<file path="config.mk">
export PLATFORM = sky130hd
export DESIGN_NAME = fphub_special_resolver
export DESIGN_NICKNAME = d
export VERILOG_FILES = /design/src/rtl/fphub_special_resolver.sv
export SDC_FILE = /design/constraint.sdc
export NUM_CORES = 1
export LEC_CHECK = 0
export CAP_MARGIN = 20
export CORE_MARGIN = 4
export CORE_UTILIZATION = 39
export DETAILED_ROUTE_END_ITERATION = 7
export GPL_ROUTABILITY_DRIVEN = 0
export PLACE_DENSITY = 0.7
export SETUP_SLACK_MARGIN = 0.4
export SLEW_MARGIN = 20
export SYNTH_ARGS = -nofsm -noshare
export SYNTH_HDL_FRONTEND = slang
export SYNTH_SLANG_ARGS = --single-unit
</file>
<file path="constraint.sdc">
create_clock -name clk -period 4.06 [get_ports clk]
set_input_delay 0.812 -clock clk [delete_from_list [all_inputs] [get_ports clk]]
set_output_delay 0.812 -clock clk [all_outputs]
set_load 0.005 [all_outputs]
</file>
<file path="src/rtl/fphub_special_resolver.sv">
// Special-operand resolver for HUB divide/multiply: classifies X and Y, resolves
// zero/inf/one cases in a STAGES-deep elastic pipeline, and tracks sticky exception state.
module fphub_special_resolver #(
  parameter int M      = 23,
  parameter int E      = 8,
  parameter int STAGES = 2,
  parameter int CNT_W  = 16
) (
  input  logic             clk,
  input  logic             rst_n,
  input  logic             in_valid,
  output logic             in_ready,
  input  logic             op,
  input  logic [E+M:0]     X,
  input  logic [E+M:0]     Y,
  output logic             out_valid,
  input  logic             out_ready,
  output logic             is_special,
  output logic [E+M:0]     special_result,
  output logic             out_dz,
  output logic             out_inv,
  output logic             flag_dz,
  output logic             flag_inv,
  input  logic             flag_clr,
  output logic [CNT_W-1:0] special_cnt
);

  localparam int W = E + M + 1;
  localparam logic [E-1:0]     ONE_EXP = {1'b0, {(E-1){1'b1}}};
  localparam logic [CNT_W-1:0] CNT_MAX = '1;
  localparam logic [CNT_W-1:0] CNT_ONE = CNT_W'(1);

  typedef enum logic [1:0] {CLS_NORMAL, CLS_ZERO, CLS_INF, CLS_ONE} cls_e;

  typedef struct packed {
    logic         vld;
    logic         spec;
    logic         dz;
    logic         inv;
    logic [W-1:0] res;
  } stage_t;

  function automatic cls_e classify(input logic [W-1:0] v);
    cls_e c;
    if (v[W-2:0] == '0)                             c = CLS_ZERO;
    else if (&v[W-2:0])                             c = CLS_INF;
    else if (v[W-2:M] == ONE_EXP && v[M-1:0] == '0) c = CLS_ONE;
    else                                            c = CLS_NORMAL;
    return c;
  endfunction

  cls_e         clsX;
  cls_e         clsY;
  logic         sgn;
  logic [W-1:0] infS;
  logic [W-1:0] zeroS;
  logic [W-1:0] invalidVal;
  stage_t       stage_d;
  stage_t       pipe_q [STAGES];
  logic         advance;
  logic         deliver;

  assign clsX       = classify(X);
  assign clsY       = classify(Y);
  assign sgn        = X[W-1] ^ Y[W-1];
  assign infS       = {sgn, {(W-1){1'b1}}};
  assign zeroS      = {sgn, {(W-1){1'b0}}};
  assign invalidVal = {W{1'b1}};

  // Bubbles carry all-zero payload so a non-special or empty slot shows a zero result.
  always_comb begin
    stage_d     = '0;
    stage_d.vld = in_valid;
    if (in_valid) begin
      if (!op) begin
        if ((clsX == CLS_INF && clsY == CLS_INF) || (clsX == CLS_ZERO && clsY == CLS_ZERO)) begin
          stage_d.spec = 1'b1; stage_d.inv = 1'b1; stage_d.res = invalidVal;
        end else if (clsY == CLS_ZERO) begin
          stage_d.spec = 1'b1; stage_d.dz = 1'b1; stage_d.res = infS;
        end else if (clsX == CLS_INF) begin
          stage_d.spec = 1'b1; stage_d.res = infS;
        end else if (clsY == CLS_INF || clsX == CLS_ZERO) begin
          stage_d.spec = 1'b1; stage_d.res = zeroS;
        end else if (clsY == CLS_ONE) begin
          stage_d.spec = 1'b1; stage_d.res = {sgn, X[W-2:0]};
        end
      end else begin
        if ((clsX == CLS_INF && clsY == CLS_ZERO) || (clsX == CLS_ZERO && clsY == CLS_INF)) begin
          stage_d.spec = 1'b1; stage_d.inv = 1'b1; stage_d.res = invalidVal;
        end else if (clsX == CLS_INF || clsY == CLS_INF) begin
          stage_d.spec = 1'b1; stage_d.res = infS;
        end else if (clsX == CLS_ZERO || clsY == CLS_ZERO) begin
          stage_d.spec = 1'b1; stage_d.res = zeroS;
        end else if (clsY == CLS_ONE) begin
          stage_d.spec = 1'b1; stage_d.res = {sgn, X[W-2:0]};
        end else if (clsX == CLS_ONE) begin
          stage_d.spec = 1'b1; stage_d.res = {sgn, Y[W-2:0]};
        end
      end
    end
  end

  assign advance  = out_ready | ~pipe_q[STAGES-1].vld;
  assign in_ready = advance;

  // All stages move in lockstep; a stalled output freezes the whole pipe.
  always_ff @(posedge clk or negedge rst_n) begin
    if (!rst_n) begin
      for (int i = 0; i < STAGES; i++) pipe_q[i] <= '0;
    end else if (advance) begin
      pipe_q[0] <= stage_d;
      for (int i = 1; i < STAGES; i++) pipe_q[i] <= pipe_q[i-1];
    end
  end

  assign out_valid      = pipe_q[STAGES-1].vld;
  assign is_special     = pipe_q[STAGES-1].spec;
  assign special_result = pipe_q[STAGES-1].res;
  assign out_dz         = pipe_q[STAGES-1].dz;
  assign out_inv        = pipe_q[STAGES-1].inv;
  assign deliver        = out_valid & out_ready;

  logic             flagDz_q, flagDz_d;
  logic             flagInv_q, flagInv_d;
  logic [CNT_W-1:0] cnt_q, cnt_d;

  // A delivery coinciding with a clear survives the clear.
  always_comb begin
    flagDz_d  = flagDz_q | (deliver & out_dz);
    flagInv_d = flagInv_q | (deliver & out_inv);
    cnt_d     = cnt_q;
    if (deliver && is_special && cnt_q != CNT_MAX) cnt_d = cnt_q + CNT_ONE;
    if (flag_clr) begin
      flagDz_d  = deliver & out_dz;
      flagInv_d = deliver & out_inv;
      cnt_d     = '0;
      cnt_d[0]  = deliver & is_special;
    end
  end

  always_ff @(posedge clk or negedge rst_n) begin
    if (!rst_n) begin
      flagDz_q  <= 1'b0;
      flagInv_q <= 1'b0;
      cnt_q     <= '0;
    end else begin
      flagDz_q  <= flagDz_d;
      flagInv_q <= flagInv_d;
      cnt_q     <= cnt_d;
    end
  end

  assign flag_dz     = flagDz_q;
  assign flag_inv    = flagInv_q;
  assign special_cnt = cnt_q;

endmodule

</file>
==> qor.txt <==
CTS tree = built
DRC violations left = 0
H-tree depth = 3
die height = 115 um
critical path class = in -> reg
final setup fails = 0
first-pass GRT wire length = 20500 um
Final Hold Vio Count = 0
met1 usage = 0.266
vias post-DR = 4087
Final Critical Period = 3.05 ns
Worst Tran Pin Value = 0.967 ns
final setup skew = 0.00509 ns
worst path cell trace = clkdlybuf4s50_1, nand4_1, or4_1, or4_4, nand3_2, a21oi_1, o21ai_1
setup TNS = 0 ns
grt met3 use = 0.0337
main area contributors after synthesis = dfrtp_1 50%, nand2_1 10%, buf_4 5.3%, a22oi_1 5.2%, a21oi_1 3.8%
WL final = 12500 um
power per cell area = 367 mW/mm2
I/O Buffers = 124
highest-delay cell along the critical path = or4_4
Starting Density = 0.406
clock sink count = 90
status = finished clean
Worst Path Buf+Inv = 1
WP data arrival = 3.32 ns
Ports = 125
hold_buf cts = 0
Synth Instances = 502
Post-synth top cells = 124 x nand2_1, 90 x dfrtp_1, 34 x a21oi_1
Synth cell types = 41
ys async rst share = 1.00
initial antenna violation count = 0
ANT nets after route = 0
Die ar. = 0.0133 mm2
total power = 0.00218 W
CP peak stage delay = 0.57 ns
CTS Buf Count = 9
CP Launch Type = primary input
Syn Area/Cell = 8.95 um2
hpwl dp = 9160 um
Pins Over Slew Limit = 0
final core occ = 0.535
Final Non-Filler Cells = 730
post-DR wirelength/cell = 17.1 um
met2 GRT Util = 0.309
GRT overflow = 0
Yosys top cell by area = dfrtp_1
largest net degree at the start of global routing = 77
DR vias/cell = 5.60
total track usage = 0.195
Iter 0 DRT Violations = 233
syn_nets = 573
HP Class = reg -> reg
RSZ-0062 raised after global routing = no
Synthesis Warnings = 0
post-CTS setup repair buffer count = 0
Post-synth EDFFs = 0
Critical Path Fanout Max = 31
# placed instances = 714
Lkg Pwr = 2.52 nW
Top FF cell, synth = dfrtp_1
clk root buf = clkbuf_16
register area share after synthesis = 0.501
cell family with most CP delay = simple AND/OR/NAND/NOR gates
period utilization = 0.752
layout cell share with drive strength beyond 1 = 0.0576
Max IR drop VDD = 0.200 mV
drt pass-1 iters = 5
core area = 0.0111 mm2
GRT Max-Usage Layer = met2
count leader, synth = nand2_1
n_diodes = 0
Crit. End Element = flop
worst-skew pair later-pin latency = 0.34 ns
cts repair resizes = 0
vias in the first global route = 4108
area of the mapped netlist = 0.00449 mm2
area grow syn2layout = 31.8%
Max Fclk = 327 MHz
maxcap violations = 0
nets = 656
die width = 115 um
slew margin rel. = 0.355
Yosys top cell area share = 0.501
FF+latch count, synth = 90
CTS clock-pin slew for the worst setup and hold paths = 0.06 ns
Max clock buf depth = 2
WP data required = 4.33 ns
# rows = 38
path summary, 6_finish.rpt:
| check | endpoint | slack, ns | startpoint | cells after the start |
|---|---|---|---|---|
| setup / recovery | pipe_q[46]$_DFFE_PN0P_ | 1.01 | Y[30] | 7 |
| hold / removal | out_valid$_DFFE_PN0P_ | 0.46 | pipe_q[71]$_DFFE_PN0P_ | 1 |
| setup reg to reg | special_cnt[15]$_DFFE_PN0P_ | 1.79 | special_cnt[3]$_DFFE_PN0P_ | 6 |
| max in group asynchronous | special_result[23]$_DFFE_PN0P_ | 2.65 | rst_n | 2 |
| hold reg to reg | out_valid$_DFFE_PN0P_ | 0.46 | pipe_q[71]$_DFFE_PN0P_ | 1 |
| min in group asynchronous | special_cnt[12]$_DFFE_PN0P_ | 0.61 | rst_n | 1 |
where the power goes:
part | total [W] | switching (W) | leakage, nW | internal [W]
registers | 0.000983 | 0.0000333 | 1.22 | 0.000950
clock network | 0.000890 | 0.000351 | 0.160 | 0.000539
logic | 0.000303 | 0.000152 | 1.14 | 0.000151
per-layer routing:
metal	wire, um	vias up
li1	-	1914
met1	5550	1946
met2	5760	203
met3	955	24
met4	250	0
met5	0	-
area by class of cell:
type,count,area (um2)
fillers,1005,5160
flip-flops and latches,90,2250
multi-input cells,349,1870
repair buffers,130,1280
clock buffers,9,225
well taps,140,175
clock inverters,7,92.6
inverters,5,18.8
sequential cells by signal, summed over array words and instances (netlist names):
| name | cells |
|---|---|
| special_cnt | 16 |
| flag_dz | 1 |
| special_result | 32 |
| flag_inv | 1 |
| out_valid | 1 |
| out_inv | 1 |
| pipe_q | 36 |
| out_dz | 1 |
| is_special | 1 |
cell families (layout without fill, tap and decap cells):
family | Yosys count | count (layout) | share of synthesized area
adders and majority gates | 1 | 1 | 0.00278
buffers and inverters | 63 | 151 | 0.0849
muxes | 3 | 3 | 0.00668
DFF | 90 | 90 | 0.501
and+or+nand+nor | 220 | 220 | 0.228
AOI/OAI and AO/OA | 114 | 114 | 0.155
xor gates and xnor gates | 11 | 11 | 0.0214
through the flow:
step                      setup slack, ns  instance area (um2)  hold slack, ns
final                                1.01                 5920           0.464
after detailed placement            0.665                 5600           0.448
after CTS                            1.02                 5920           0.462
after global placement              0.718                 5600           0.446
after global routing                0.861                 5920           0.492
after floorplan                      1.61                 4490           0.435
cell usage in the layout (no fill, tap or decap), types with 2 or more instances in the layout:
master / instances
mux2i_1: 3
buf_4: 7
xnor2_1: 10
nand4_1: 19
inv_1: 4
a22oi_1: 31
nand2b_1: 3
nor3_1: 8
o31ai_2: 3
and3_1: 3
clkinv_2: 3
or3_1: 4
nor2_1: 18
and4_1: 6
o21ai_1: 30
o21ai_0: 8
a21oi_1: 34
o22ai_1: 2
clkbuf_16: 9
dfrtp_1: 90
clkdlybuf4s50_1: 123
nand2_1: 124
bufinv_16: 2
nand3_1: 11
nor4_1: 14
or4_1: 3
Power figures use the tool's default switching activity.
